<file path="src/rtl/spi_flash_reader_if.sv">
// Request/response and SPI pin bundle for the serial flash read initiator.
interface spi_flash_reader_if;
  logic        req_valid;
  logic        req_ready;
  logic [23:0] req_addr;
  logic        rsp_valid;
  logic [31:0] rsp_data;
  logic        spi_csb;
  logic        spi_clk;
  logic        spi_mosi;
  logic        spi_miso;

  // Reader side: accepts requests, drives the flash pins.
  modport slave (
    input  req_valid, req_addr, spi_miso,
    output req_ready, rsp_valid, rsp_data, spi_csb, spi_clk, spi_mosi
  );

  // Requester plus flash side.
  modport master (
    output req_valid, req_addr, spi_miso,
    input  req_ready, rsp_valid, rsp_data, spi_csb, spi_clk, spi_mosi
  );
endinterface

</file>
<file path="src/rtl/spi_flash_reader.sv">
// Single-lane SPI flash READ (0x03) initiator: 24-bit address in, little-endian 32-bit word out.
module spi_flash_reader #(
  parameter int unsigned CLK_DIV = 2,
  parameter int unsigned CS_IDLE = 4
) (
  input  logic                clock,
  input  logic                resetb,
  spi_flash_reader_if.slave   bus
);

  typedef enum logic [1:0] {StIdle, StShift, StGap} state_e;

  localparam logic [7:0] DivLast = 8'(CLK_DIV - 1);
  localparam logic [7:0] GapLast = 8'(CS_IDLE - 1);

  state_e      state_q, state_d;
  logic [31:0] tx_q, tx_d;
  logic [31:0] rx_q, rx_d;
  logic [31:0] rsp_data_q, rsp_data_d;
  logic [6:0]  bit_q, bit_d;
  logic [7:0]  div_q, div_d;
  logic [7:0]  gap_q, gap_d;
  logic        sck_q, sck_d;
  logic        rsp_valid_q, rsp_valid_d;
  logic        tick;

  // State and datapath registers.
  always_ff @(posedge clock or negedge resetb) begin
    if (!resetb) begin
      state_q     <= StIdle;
      tx_q        <= '0;
      rx_q        <= '0;
      rsp_data_q  <= '0;
      bit_q       <= '0;
      div_q       <= '0;
      gap_q       <= '0;
      sck_q       <= 1'b0;
      rsp_valid_q <= 1'b0;
    end else begin
      state_q     <= state_d;
      tx_q        <= tx_d;
      rx_q        <= rx_d;
      rsp_data_q  <= rsp_data_d;
      bit_q       <= bit_d;
      div_q       <= div_d;
      gap_q       <= gap_d;
      sck_q       <= sck_d;
      rsp_valid_q <= rsp_valid_d;
    end
  end

  // Next-state logic: SCK divider, shift registers, bit count and CS gap.
  always_comb begin
    state_d     = state_q;
    tx_d        = tx_q;
    rx_d        = rx_q;
    rsp_data_d  = rsp_data_q;
    bit_d       = bit_q;
    div_d       = div_q;
    gap_d       = gap_q;
    sck_d       = sck_q;
    rsp_valid_d = 1'b0;
    tick        = (div_q == DivLast);

    unique case (state_q)
      StIdle: begin
        if (bus.req_valid) begin
          tx_d    = {8'h03, bus.req_addr};
          bit_d   = '0;
          div_d   = '0;
          sck_d   = 1'b0;
          state_d = StShift;
        end
      end
      StShift: begin
        div_d = tick ? 8'd0 : div_q + 8'd1;
        if (tick) begin
          if (!sck_q) begin
            // Rising SCK: flash has held MISO stable since the previous fall.
            sck_d = 1'b1;
            rx_d  = {rx_q[30:0], bus.spi_miso};
          end else begin
            sck_d = 1'b0;
            tx_d  = {tx_q[30:0], 1'b0};
            bit_d = bit_q + 7'd1;
            if (bit_q == 7'd63) begin
              // Last data bit: first flash byte sits in rx[31:24], move it to [7:0].
              rsp_valid_d = 1'b1;
              rsp_data_d  = {rx_q[7:0], rx_q[15:8], rx_q[23:16], rx_q[31:24]};
              gap_d       = GapLast;
              state_d     = StGap;
            end
          end
        end
      end
      StGap: begin
        if (gap_q == 8'd0) begin
          state_d = StIdle;
        end else begin
          gap_d = gap_q - 8'd1;
        end
      end
      default: state_d = StIdle;
    endcase
  end

  // Outputs; chip select and ready decode straight from state so reset acts immediately.
  always_comb begin
    bus.req_ready = (state_q == StIdle);
    bus.spi_csb   = (state_q != StShift);
    bus.spi_clk   = sck_q;
    bus.spi_mosi  = tx_q[31];
    bus.rsp_valid = rsp_valid_q;
    bus.rsp_data  = rsp_data_q;
  end

endmodule

</file>
<file path="src/flat_wrapper.sv">
// flat-port wrapper written by rule: the top's interface ports become plain ports
module spi_flash_reader_flat 
#(
  parameter int unsigned CLK_DIV = 2,
  parameter int unsigned CS_IDLE = 4
)
  (clock, resetb, bus_req_valid, bus_req_addr, bus_spi_miso, bus_req_ready, bus_rsp_valid, bus_rsp_data, bus_spi_csb, bus_spi_clk, bus_spi_mosi);
  spi_flash_reader_if bus_i ();
  input  logic clock;
  input  logic resetb;
  input wire logic [$bits(bus_i.req_valid)-1:0] bus_req_valid;
  input wire logic [$bits(bus_i.req_addr)-1:0] bus_req_addr;
  input wire logic [$bits(bus_i.spi_miso)-1:0] bus_spi_miso;
  output wire logic [$bits(bus_i.req_ready)-1:0] bus_req_ready;
  output wire logic [$bits(bus_i.rsp_valid)-1:0] bus_rsp_valid;
  output wire logic [$bits(bus_i.rsp_data)-1:0] bus_rsp_data;
  output wire logic [$bits(bus_i.spi_csb)-1:0] bus_spi_csb;
  output wire logic [$bits(bus_i.spi_clk)-1:0] bus_spi_clk;
  output wire logic [$bits(bus_i.spi_mosi)-1:0] bus_spi_mosi;
  assign bus_i.req_valid = bus_req_valid;
  assign bus_i.req_addr = bus_req_addr;
  assign bus_i.spi_miso = bus_spi_miso;
  assign bus_req_ready = bus_i.req_ready;
  assign bus_rsp_valid = bus_i.rsp_valid;
  assign bus_rsp_data = bus_i.rsp_data;
  assign bus_spi_csb = bus_i.spi_csb;
  assign bus_spi_clk = bus_i.spi_clk;
  assign bus_spi_mosi = bus_i.spi_mosi;
  spi_flash_reader #(.CLK_DIV(CLK_DIV), .CS_IDLE(CS_IDLE)) u_core (.clock(clock), .resetb(resetb), .bus(bus_i));
endmodule
</file>
<file path="config.mk">
export PLATFORM = sky130hd
export DESIGN_NAME = spi_flash_reader_flat
export DESIGN_NICKNAME = d
export VERILOG_FILES = /design/src/rtl/spi_flash_reader_if.sv /design/src/rtl/spi_flash_reader.sv /design/src/flat_wrapper.sv
export SDC_FILE = /design/constraint.sdc
export NUM_CORES = 1
export LEC_CHECK = 0
export ABC_AREA = 1
export CAP_MARGIN = 20
export CORE_ASPECT_RATIO = 1.25
export CORE_MARGIN = 1
export CORE_UTILIZATION = 60
export DETAILED_ROUTE_END_ITERATION = 7
export DONT_BUFFER_PORTS = 1
export HOLD_SLACK_MARGIN = 0.08
export MAX_ROUTING_LAYER = met4
export PLACE_DENSITY = 0.74
export REMOVE_ABC_BUFFERS = 1
export SYNTH_ARGS = -nofsm -noshare
export SYNTH_HDL_FRONTEND = slang
export SYNTH_SLANG_ARGS = --single-unit
</file>
<file path="constraint.sdc">
create_clock -name clock -period 3.6 [get_ports clock]
set_clock_uncertainty 0.2 [all_clocks]
set_input_delay 0.54 -clock clock [delete_from_list [all_inputs] [get_ports clock]]
set_output_delay 0.54 -clock clock [all_outputs]
set_load 0.005 [all_outputs]
</file>
== Yosys cells after proc, flatten, opt, wreduce, memory -nomap -nowiden ==
Index checks and enable logic that the tools add are counted.
W data, S select, Z words.

* $add $sub $neg: 3
* Equality and inequality tests: 11
* Multiplexer cells: 30
* Bitwise logic cells: 1
* Reduce and logical (&&, ||, !) cells: 11

{| class="wikitable"
|+ Operators with widths
! operator !! number
|-
| $mux W32 || 3
|-
| $pmux W32 S2 || 1
|-
| $mux W8 || 6
|-
| $pmux W8 S2 || 2
|-
| $mux W7 || 3
|-
| $pmux W7 S2 || 1
|-
| $mux W2 || 5
|-
| $ne A2 B1 Y1 const B || 5
|-
| $reduce_and A5 Y1 || 2
|-
| $add A8 B1 Y8 const B || 1
|-
| $eq A8 B1 Y1 const B || 1
|-
| $logic_not A8 Y1 || 1
|-
| $reduce_and A4 Y1 || 2
|-
| $sub A8 B1 Y8 const B || 1
|-
| $add A7 B1 Y7 const B || 1
|-
| $eq A7 B6 Y1 const B || 1
|-
| $mux W1 || 7
|-
| $pmux W2 S3 || 1
|-
| $reduce_and A3 Y1 || 2
|-
| $ne A2 B2 Y1 const B || 2
|-
| $reduce_bool A2 Y1 || 2
|-
| $eq A2 B1 Y1 const B || 1
|-
| $eq A2 B2 Y1 const B || 1
|-
| $logic_not A2 Y1 || 1
|-
| other kinds (3) || 3
|}

* Register bits: 123
* Input bits: 28
* Output and inout port bits: 37
* Word-level logic and storage cells: 65

== Depth between registers and ports, before layout ==
Gate-level depths: netlist of the first run.

* Depth after elaboration: 5
* Mapped depth: 11
* Mapped depth without buffers: 10

== Least setup slack after synthesis of the first run ==
OpenSTA, ideal clock, no wires.

* Kind: reg-to-reg
* From: register u_core.div_q[1]
* To: register u_core.rx_q[1]
* Library setup time: 0.123 ns
* Data arrival time: 1.337 ns
* Required time: 3.277 ns
* Path slack: 1.941 ns
* Stages on the path, launching flop included: 10
* Path buffers: 2
* Period minus slack after synthesis: 1.659 ns
* Cells stage by stage: dfrtp_1 > inv_1 > ha_1 > nand3_1 > nor2_4 > buf_6 > nand2_4 > buf_6 > nand2_1 > o21ai_1

* Cells in the longest elaborated chain, start to end: 2

{| class="wikitable"
|+ RTL lines
! item !! line !! RTL
|-
| from (decl) || spi_flash_reader.sv:21 || <nowiki>logic [7:0] div_q, div_d;</nowiki>
|-
| from (signal assigned) || spi_flash_reader.sv:45 || <nowiki>div_q <= div_d;</nowiki>
|-
| $eq A8 B1 Y1 || spi_flash_reader.sv:63 || <nowiki>tick = (div_q == DivLast);</nowiki>
|-
| $reduce_and A3 Y1 (no source line) || - ||
|-
| to (signal assigned) || spi_flash_reader.sv:42 || <nowiki>rx_q <= rx_d;</nowiki>
|-
| to (decl) || spi_flash_reader.sv:18 || <nowiki>logic [31:0] rx_q, rx_d;</nowiki>
|}

Every way passes these cells.
A chain may end at the register's enable or synchronous reset.

== Worst setup path in the final report of the first run ==
* From: register u_core.state_q[0]
* To: register u_core.rsp_data_q[7] (netlist: u_core.bus.rsp_data[7])

* Cells in the longest elaborated chain, start to end: 2

{| class="wikitable"
|+ RTL lines
! item !! line !! RTL
|-
| from (decl) || spi_flash_reader.sv:16 || <nowiki>state_e state_q, state_d;</nowiki>
|-
| from (signal assigned) || spi_flash_reader.sv:30 || <nowiki>state_q <= StIdle;</nowiki>
|-
| from (signal assigned) || spi_flash_reader.sv:40 || <nowiki>state_q <= state_d;</nowiki>
|-
| $eq A2 B1 Y1 || spi_flash_reader.sv:65 || <nowiki>unique case (state_q)</nowiki>
|-
| $reduce_and A4 Y1 (no source line) || - ||
|-
| to (signal assigned) || spi_flash_reader.sv:43 || <nowiki>rsp_data_q <= rsp_data_d;</nowiki>
|-
| to (decl) || spi_flash_reader.sv:19 || <nowiki>logic [31:0] rsp_data_q, rsp_data_d;</nowiki>
|}

Every way passes these cells.

==> metrics.txt, run 1 <==
Pwr Density=517.2 nW/um^2; Final Cycle Share=between 60% and 70%; DR vias=3771; root buf cell=clkbuf_16; Cell Rows=39; synthesized area per cell=9.711 sq um; Slew headroom=between 40 and 50%; Syn Std Cell Area=5623 sq um; Hold Crit Start=bus_req_addr[6]; synthesis-to-layout area growth=10.75%; FF/Latch Area=~3100 sq um; multi-input logic area=approximately 2100 sq um; Clock transition at path regs=0.05 ns; Filler cells=713; Reg2Reg Setup Slack=1.26 ns; post-DR wirelength/cell=between 10 and 15 um; worst path required time=approximately 3.7 ns; total gr overflow=0; synth warn=0; maxcap violations=0; GRT Total Usage=24.08%; crit-path max FO=64; critical path's slowest cell=buf_4; endpoints failing setup=0; vias in the first global route=3868; Die X=around 90 um; Reg-to-Reg Start=u_core.state_q[0]$_DFFE_PN0P_; CTS sink count=about 120; setup TNS=0 ns; CP Launch Type=register; final hold violations=0; Seq/Total Area, Yosys=a little over half; residual DRC count=0; initial antenna violation count=0; hold_ws=0.1357 ns; #FFs+latches synth=123; worst r2r dst=u_core.bus.rsp_data[7]$_DFFE_PN0P_; final worst path period need=2.336 ns; Worst path max stage delay=just over 0.6 ns; Clock Latency Late Sink=0.41 ns; Routed Antenna Nets=0; hold crit path type=in2reg; io pins=between 60 and 70; hold endpoint=u_core.tx_q[6]$_DFFE_PN0P_; CP most frequent cell=nand2_1; Crit Path Class=reg2reg; Final nets=614; WL final=10260 um; initial detailed-routing violation count=224; Slew @ Worst Pin=0.7966 ns; post-CTS setup buffers=0; Resize count post-CTS=0; Core ar.=9125 sq um; CTS tree=done; Setup WS post-layout=1.264 ns; largest net degree at the start of global routing=124; Cell variety after synth=31; Initial Utilization=61.62%; # diodes=0; RSZ-0062 raised after global routing=false; Worst R2R Path Depth=7; leakage power=2.869 nW; share of cells above drive strength 1=around 16%; fin. max-slew vios=0; Num CTS Buffers=17; routability cong.=0.8280; Die Y=110.2 um; H-Tree Depth=4; Peak VDD IR=388.5 uV; fmax=~430 MHz; post-DP HPWL=6251 um; type of destination of the critical path=register; pre-CTS setup slack=1.239 ns; WP data arrival=2.44 ns; first-pass GRT wire length=17170 um; # port buffers=0; worst path cell trace=nand2_4 > nor2_4 > nand3_4 > buf_4 > inv_1 > nand2_1 > nand2_1; DR pass1 iterations=5; Syn Inst Count=~580; CTS max path bufs=2; status=finished clean; DIE AREA=9765 sq um; vias per inst=5.267; Hold Path Depth=2
==> flip-flops by register name, summed over array words and instances (netlist names) <==
| register | cells |
|---|---|
| u_core.rx_q | 32 |
| u_core.div_q | 8 |
| u_core.bus.rsp_data | 32 |
| u_core.bus.spi_clk | 1 |
| u_core.state_q | 2 |
| u_core.gap_q | 8 |
| u_core.bus.rsp_valid | 1 |
| u_core.bit_q | 7 |
| u_core.tx_q | 32 |
==> placed cells by master, fill, tap and decap left out, types with 17 or more instances in the layout <==
| cell type | instances |
|---|---|
| nor2_1 | 25 |
| inv_1 | 54 |
| nand2_1 | 161 |
| o21ai_1 | 33 |
| clkbuf_16 | 17 |
| nand3_1 | 31 |
| o21ai_2 | 42 |
| mux2i_1 | 23 |
| dfrtp_1 | 123 |
| o21ai_0 | 20 |
==> stage by stage <==
| step | cells | total power, mW | area (sq um) | utilization (%) |
|---|---|---|---|---|
| global route | 716 | 3.314 | 6227 | 68.24 |
| global placement | 681 | 1.425 | 5550 | 60.83 |
| CTS | 716 | 3.249 | 6227 | 68.24 |
| finish | 716 | 3.221 | 6227 | 68.24 |
| detailed placement | 681 | 1.426 | 5550 | 60.83 |
| floorplan | 556 | 1.424 | 5381 | - |
==> synth_stat cells <==
cell,instances,share of area (%)
a21oi_1,2,0.18
a21oi_2,3,0.47
and3_1,1,0.11
buf_2,1,0.089
buf_4,1,0.13
buf_6,20,4.0
clkbuf_1,1,0.067
dfrtp_1,123,55
ha_1,5,1.1
inv_1,54,3.6
inv_2,4,0.27
inv_6,1,0.16
mux2i_1,23,4.1
nand2_1,161,11
nand2_2,3,0.33
nand2_4,2,0.40
nand3_1,31,2.8
nand3_2,2,0.36
nand3_4,1,0.31
nand4_4,1,0.38
nor2_1,25,1.7
nor2_4,3,0.60
nor3_1,1,0.089
o21ai_0,20,1.8
o21ai_1,33,2.9
o21ai_2,42,6.5
o21bai_1,2,0.27
o22ai_1,3,0.33
or2_2,2,0.22
xnor2_1,1,0.16
xor2_1,7,1.1
==> cell families (layout without fill, tap and decap cells) <==
logic type / Yosys count / after routing / synth area share [%]
buffers and inverters: 82 / 96 / 8.322
AO/OA/AOI/OAI: 105 / 105 / 12.51
multiplexers: 23 / 23 / 4.094
XOR/XNOR: 8 / 8 / 1.246
flip-flops: 123 / 123 / 54.74
adder cells (fa/ha/maj): 5 / 5 / 1.113
AND/OR/NAND/NOR: 233 / 233 / 17.98
==> how the worst max path moves through the flow <==
stage                                              from                                 end  slack [ns]  depth (start not counted)
final                     u_core.state_q[0]$_DFFE_PN0P_  u_core.bus.rsp_data[7]$_DFFE_PN0P_        1.26                          7
after global routing      u_core.state_q[0]$_DFFE_PN0P_  u_core.bus.rsp_data[7]$_DFFE_PN0P_        1.08                          7
after CTS                 u_core.state_q[0]$_DFFE_PN0P_  u_core.bus.rsp_data[7]$_DFFE_PN0P_        1.25                          7
after detailed placement  u_core.state_q[0]$_DFFE_PN0P_  u_core.bus.rsp_data[7]$_DFFE_PN0P_        1.24                          7
after global placement    u_core.state_q[0]$_DFFE_PN0P_  u_core.bus.rsp_data[7]$_DFFE_PN0P_        1.32                          7
after floorplan           u_core.state_q[0]$_DFFE_PN0P_         u_core.bit_q[6]$_DFFE_PN0P_        1.23                          5
==> power by group <==
| group | switching [mW] | total [mW] | internal (mW) |
|---|---|---|---|
| logic | 0.0326 | 0.0416 | 0.00896 |
| registers | 0.00262 | 1.39 | 1.39 |
| clock network | 0.580 | 1.79 | 1.21 |
| total | 0.616 | 3.22 | 2.61 |
==> final cells by class <==
type	count	area share (%)
clock buffers	24	7.736
clock inverters	7	2.210
inverters	59	3.637
multi-input cells	374	33.35
flip-flops and latches	123	49.43
well taps	123	2.471
repair buffers	6	1.165
==> worst max-delay path, delay by kind of cell (launching register included) <==
| family | cells | cell delay (ns) |
|---|---|---|
| simple gates | 5 | 0.80 |
| buf+inv | 2 | 0.74 |
| flops | 1 | 0.44 |
==> routing by layer <==
| layer | wire length [um] | GRT usage, % | up-vias |
|---|---|---|---|
| li1 | - | - | 1864 |
| met1 | 4284 | 27.67 | 1819 |
| met2 | 5298 | 39.45 | 67 |
| met3 | 442 | 7.446 | 21 |
| met4 | 233 | 9.332 | 0 |
| met5 | 0 | - | - |
==> what timing repair did <==
action	4_1_cts	5_1_grt
endpoints found under the setup margin	0	0
endpoints found under the hold margin	125	0
hold buffers	4	0
No activity file was read; power rests on OpenSTA's default activity.
==> inputs of run 2 (changes only) <==
--- a/config.mk
+++ b/config.mk
@@ -9,12 +9,12 @@
 export CAP_MARGIN = 20
 export CORE_ASPECT_RATIO = 1.25
 export CORE_MARGIN = 1
-export CORE_UTILIZATION = 60
+export CORE_UTILIZATION = 57
 export DETAILED_ROUTE_END_ITERATION = 7
 export DONT_BUFFER_PORTS = 1
 export HOLD_SLACK_MARGIN = 0.08
 export MAX_ROUTING_LAYER = met4
-export PLACE_DENSITY = 0.74
+export PLACE_DENSITY = 0.73
 export REMOVE_ABC_BUFFERS = 1
 export SYNTH_ARGS = -nofsm -noshare
 export SYNTH_HDL_FRONTEND = slang
==> constraint.sdc (replaced) <==
create_clock -name clock -period 2.1 [get_ports clock]
set_clock_uncertainty 0.2 [all_clocks]
set_input_delay 0.315 -clock clock [delete_from_list [all_inputs] [get_ports clock]]
set_output_delay 0.315 -clock clock [all_outputs]
set_load 0.005 [all_outputs]
==> run 2 against run 1 <==
Against the previous run: first-iteration DRC count fell by 11%; power up 70%; critical path type unchanged; sequential power increased by 72%; flip-flop and latch count is the same; largest cell class unchanged; largest power group unchanged; non-clock buffer count increased by 26; sequential share of layout area is 2.2 points lower; hold slack lost 0.74 ns; the flow now finishes with violations (negative hold slack); via count rose by 2.0%.
==> metrics.txt, run 2 (synthesis results as in run 1) <==
Crit Path Class=reg2reg; most frequent cells in the layout=161 x nand2_1, 123 x dfrtp_1, 54 x inv_1, 42 x o21ai_2, 33 x o21ai_1; overall power=5.466 mW (+70%); initial antenna violation count=0 (unchanged); final worst path period need=1.867 ns (-0.4699 ns); post-DR wirelength/cell=13.84 um (-3.4%); DR vias=3845 (+2.0%); initial detailed-routing violation count=199 (-11%); endpoints failing setup=0 (unchanged); most common cell after layout, fill and taps aside=nand2_1; routability cong.=0.8544 (+3.2%); Die Y=113.0 um (+2.5%); Routed Antenna Nets=0 (unchanged); total gr overflow=0 (unchanged); fin. max-slew vios=0 (unchanged); hold crit path type=in2async; worst path required time=2.20 ns (-1.50 ns); Resize count post-CTS=0 (unchanged); Core ar.=9609 sq um (+5.3%); share of cells above drive strength 1=16.29% (+0.44 points); hold_ws=-0.6076 ns (-0.7433 ns); post-DP HPWL=6436 um (+3.0%); vias per inst=5.154 (-2.1%); Initial Utilization=58.52% (-3.1 points); Slew @ Worst Pin=0.3461 ns (-0.4505 ns); WP data arrival=1.96 ns (-0.48 ns); synthesis-to-layout area growth=15.89%; Worst path max stage delay=0.39 ns (-0.23 ns); # port buffers=0 (unchanged); vias in the first global route=3896 (+0.72%); # diodes=0 (unchanged); H-Tree Depth=4 (unchanged); Final Cycle Share=88.89% (+24 points); crit-path max FO=46 (-28%); CTS max path bufs=2 (unchanged); Num CTS Buffers=17 (unchanged); first-pass GRT wire length=17910 um (+4.3%); Slew headroom=76.87% (+30 points); CTS tree=done; fmax=535.7 MHz (+25%); leakage power=2.996 nW (+4.4%); CTS sink count=123 (unchanged); critical path's slowest cell=dfrtp_1; CP Launch Type=register; Pwr Density=838.9 nW/um^2 (+62%); DIE AREA=10270 sq um (+5.2%); Cell Rows=40 (+2.6%); setup TNS=0 ns (unchanged); # placed instances=688 (+1.0%); residual DRC count=0 (unchanged); type of destination of the critical path=register; worst path cell trace=inv_1 > ha_1 > nand3_1 > nor2_4 > nand2_4 > buf_12 > nand2_1 > o21ai_1; final hold violations=123 (+123); Clock transition at path regs=0.05 ns (about the same); maxcap violations=0 (unchanged); DR pass1 iterations=4 (-1); io pins=65 (unchanged); root buf cell=clkbuf_16; WL final=10320 um (+0.62%); GRT Total Usage=22.96% (-1.1 points); cts hold-fix bufs=26 (+22); post-CTS setup buffers=0 (unchanged); status=finished, violations left; post-layout instance count excluding filler cells=746 (+4.2%); Peak VDD IR=671.5 uV (+73%); largest net degree at the start of global routing=124 (unchanged); RSZ-0062 raised after global routing=false; violated checks=negative hold slack; Final nets=640 (+4.2%); Die X=90.84 um (+2.5%); Finished Core Util=67.81% (-0.43 points); Clock Latency Late Sink=0.41 ns (about the same)
run 2: layout make-up:
cell class	count	area, sq um
Sequential cell	123	3078
Fill cell	744	3093
Clock inverter	10	137.6
Multi-Input combinational cell	374	2077
Clock buffer	22	484.2
Tap cell	126	157.7
Inverter	59	226.5
Timing Repair Buffer	32	355.3
run 2: per-layer routing:
metal | track usage, % | vias up | share of wire (%)
met5 | - | - | 0
met4 | 8.995 | 0 | 1.8
met3 | 7.392 | 19 | 4.6
met2 | 36.01 | 71 | 50
met1 | 27.77 | 1837 | 44
li1 | - | 1918 | -
run 2: stage by stage:
step	instance area, sq um	worst slack (ns)
finish	6516	0.2334
global route	6516	0.07147
CTS	6516	0.2351
detailed placement	5634	0.2206
global placement	5634	0.2858
floorplan	5381	-0.2709
run 2: power breakdown:
part	internal, mW	total, mW	switching (mW)
Combinational	0.0386	0.0588	0.0202
Sequential	2.38	2.39	0.00450
Clock	1.99	3.02	1.03
Total	4.41	5.47	1.06
run 2: worst max-delay path, delay by kind of cell (launching register included):
kind | cells | cell delay [ns]
simple gates | 4 | 0.61
flops | 1 | 0.39
buf+inv | 2 | 0.30
fa+ha+maj | 1 | 0.16
compound gates | 1 | 0.06
run 2: worst paths after layout:
check / from / endpoint / slack (ns) / cells past startpoint
max reg2reg: u_core.div_q[1]$_DFFE_PN0P_ / u_core.rx_q[20]$_DFFE_PN0P_ / 0.23 / 8
min: resetb / u_core.tx_q[18]$_DFFE_PN0P_ / -0.61 / 0
max in group asynchronous: resetb / u_core.bus.rsp_data[10]$_DFFE_PN0P_ / 2.08 / 0
min reg2reg: u_core.tx_q[0]$_DFFE_PN0P_ / u_core.tx_q[0]$_DFFE_PN0P_ / 0.27 / 2
max: u_core.div_q[1]$_DFFE_PN0P_ / u_core.rx_q[20]$_DFFE_PN0P_ / 0.23 / 8
min in group clock: u_core.tx_q[0]$_DFFE_PN0P_ / u_core.tx_q[0]$_DFFE_PN0P_ / 0.27 / 2
==> inputs of run 3 (changes only) <==
--- a/config.mk
+++ b/config.mk
@@ -7,11 +7,14 @@
 export LEC_CHECK = 0
 export ABC_AREA = 1
 export CAP_MARGIN = 20
+export CELL_PAD_IN_SITES_DETAIL_PLACEMENT = 1
+export CELL_PAD_IN_SITES_GLOBAL_PLACEMENT = 2
 export CORE_ASPECT_RATIO = 1.25
 export CORE_MARGIN = 1
-export CORE_UTILIZATION = 57
+export CORE_UTILIZATION = 36
 export DETAILED_ROUTE_END_ITERATION = 7
 export DONT_BUFFER_PORTS = 1
+export GPL_ROUTABILITY_DRIVEN = 1
 export HOLD_SLACK_MARGIN = 0.08
 export MAX_ROUTING_LAYER = met4
 export PLACE_DENSITY = 0.73
==> run 3 against run 2 <==
Against the previous run: the run still ends with negative hold slack left; largest power group unchanged; via count is 1.3% higher; die area rose by 57%; sequential power about the same; largest cell class unchanged.
==> metrics.txt, run 3 (synthesis results as in run 1) <==
status=finished, violations left; violated checks=negative hold slack; vias per inst=4.692 (-9.0%); placed inst area=5739 sq um (+1.9%); GRT Total Usage=16.82% (-6.1 points); Setup WS post-layout=0.2182 ns (-0.01521 ns); fmax=531.4 MHz (-0.81%); Routed Antenna Nets=0 (unchanged); overall power=5.314 mW (-2.8%); CTS tree=done; H-Tree Depth=4 (unchanged); cts hold-fix bufs=26 (unchanged); routability cong.=0.7054 (-17%); Cell Rows=50 (+25%); CTS sink count=123 (unchanged); io pins=65 (unchanged); post-DR wirelength/cell=14.27 um (+3.1%); CTS max path bufs=2 (unchanged); WP data arrival=1.99 ns (+0.03 ns); Crit Path Class=reg2reg; Initial Utilization=37.14% (-21 points); post-layout instance count excluding filler cells=830 (+11%); Slew headroom=77.13% (+0.26 points); fin. max-slew vios=0 (unchanged); most common cell after layout, fill and taps aside=nand2_1; synthesis-to-layout area growth=17.04%; # port buffers=0 (unchanged); residual DRC count=0 (unchanged); crit-path max FO=66 (+43%); total gr overflow=0 (unchanged); critical path's slowest cell=dfrtp_1; vias in the first global route=4250 (+9.1%); DR vias=3894 (+1.3%); initial antenna violation count=0 (unchanged); Num CTS Buffers=17 (unchanged); Worst path max stage delay=0.38 ns (about the same); first-pass GRT wire length=20750 um (+16%); largest net degree at the start of global routing=124 (unchanged); root buf cell=clkbuf_16; Final Cycle Share=89.61% (+0.72 points); post-DP HPWL=7677 um (+19%); leakage power=2.976 nW (-0.68%); # diodes=0 (unchanged); share of cells above drive strength 1=16.08% (-0.21 points); post-route cell area=6581 sq um (+1.0%); Die X=113.8 um (+25%); pre-CTS setup slack=0.1949 ns (-0.02576 ns); Resize count post-CTS=0 (unchanged); WL final=11840 um (+15%); final hold violations=123 (unchanged); Die Y=141.7 um (+25%); Reg2Reg Setup Slack=0.22 ns (-0.02 ns); Peak VDD IR=381.5 uV (-43%); RSZ-0062 raised after global routing=false; final worst path period need=1.882 ns (+0.01521 ns); type of destination of the critical path=register; maxcap violations=0 (unchanged); endpoints failing setup=0 (unchanged); post-CTS setup buffers=0 (unchanged); Final nets=642 (+0.31%); DR pass1 iterations=4 (unchanged); Clock Latency Late Sink=0.41 ns (about the same); most frequent cells in the layout=161 x nand2_1, 123 x dfrtp_1, 54 x inv_1, 42 x o21ai_2, 33 x o21ai_1; Core ar.=15140 sq um (+58%); hold_ws=-0.6025 ns (+0.005125 ns); DIE AREA=16130 sq um (+57%); # placed instances=772 (+12%); Slew @ Worst Pin=0.3430 ns (-0.003083 ns); worst path cell trace=inv_1 > nand2_4 > inv_6 > nand2_2 > nand3_2 > buf_12 > nand2_1 > o21ai_0; hold crit path type=in2async; Finished Core Util=43.47% (-24 points); initial detailed-routing violation count=83 (-58%); worst path required time=2.21 ns (about the same); setup TNS=0 ns (unchanged); CP Launch Type=register; Clock transition at path regs=0.06 ns (about the same); Pwr Density=807.5 nW/um^2 (-3.7%)
## run 3: critical path, delay by kind of cell (launching register included)
family / cells / cell delay [ns]
AO/OA/AOI/OAI: 1 / 0.12
AND/OR/NAND/NOR: 4 / 0.47
flip-flops: 1 / 0.38
buffers and inverters: 3 / 0.57
## run 3: final cells by class
type | instances | area [sq um]
timing repair buffer | 34 | 357.8
multi-input combinational | 374 | 2077
sequential | 123 | 3078
clock buffer | 23 | 467.9
clock inverter | 9 | 113.9
tap | 208 | 260.3
inverter | 59 | 226.5
fill | 1739 | 8558
## run 3: report_power, final
group          total (mW)  switching (mW)  internal, mW
clock network        2.87            1.06          1.81
logic              0.0590          0.0204        0.0386
registers            2.38         0.00424          2.38
total                5.31            1.08          4.23
## run 3: path summary, 6_finish.rpt
check | start | endpoint | cells past startpoint
min | resetb | u_core.tx_q[18]$_DFFE_PN0P_ | 0
min in group clock | u_core.rx_q[31]$_DFFE_PN0P_ | u_core.bus.rsp_data[7]$_DFFE_PN0P_ | 2
max in group asynchronous | resetb | u_core.rx_q[25]$_DFFE_PN0P_ | 0
max reg2reg | u_core.state_q[1]$_DFFE_PN0P_ | u_core.tx_q[7]$_DFFE_PN0P_ | 8
min reg2reg | u_core.rx_q[31]$_DFFE_PN0P_ | u_core.bus.rsp_data[7]$_DFFE_PN0P_ | 2
max | u_core.state_q[1]$_DFFE_PN0P_ | u_core.tx_q[7]$_DFFE_PN0P_ | 8
## run 3: per-layer routing
layer  part of all wire [%]  track usage, %  vias to the layer above  wire length (um)
met5                      0               -                        -                 0
met3                    3.8           4.101                       17               448
met1                     44           19.65                     1915              5213
met4                    1.7           6.767                        0               206
li1                       -               -                     1914                 -
met2                     50           27.82                       48              5972
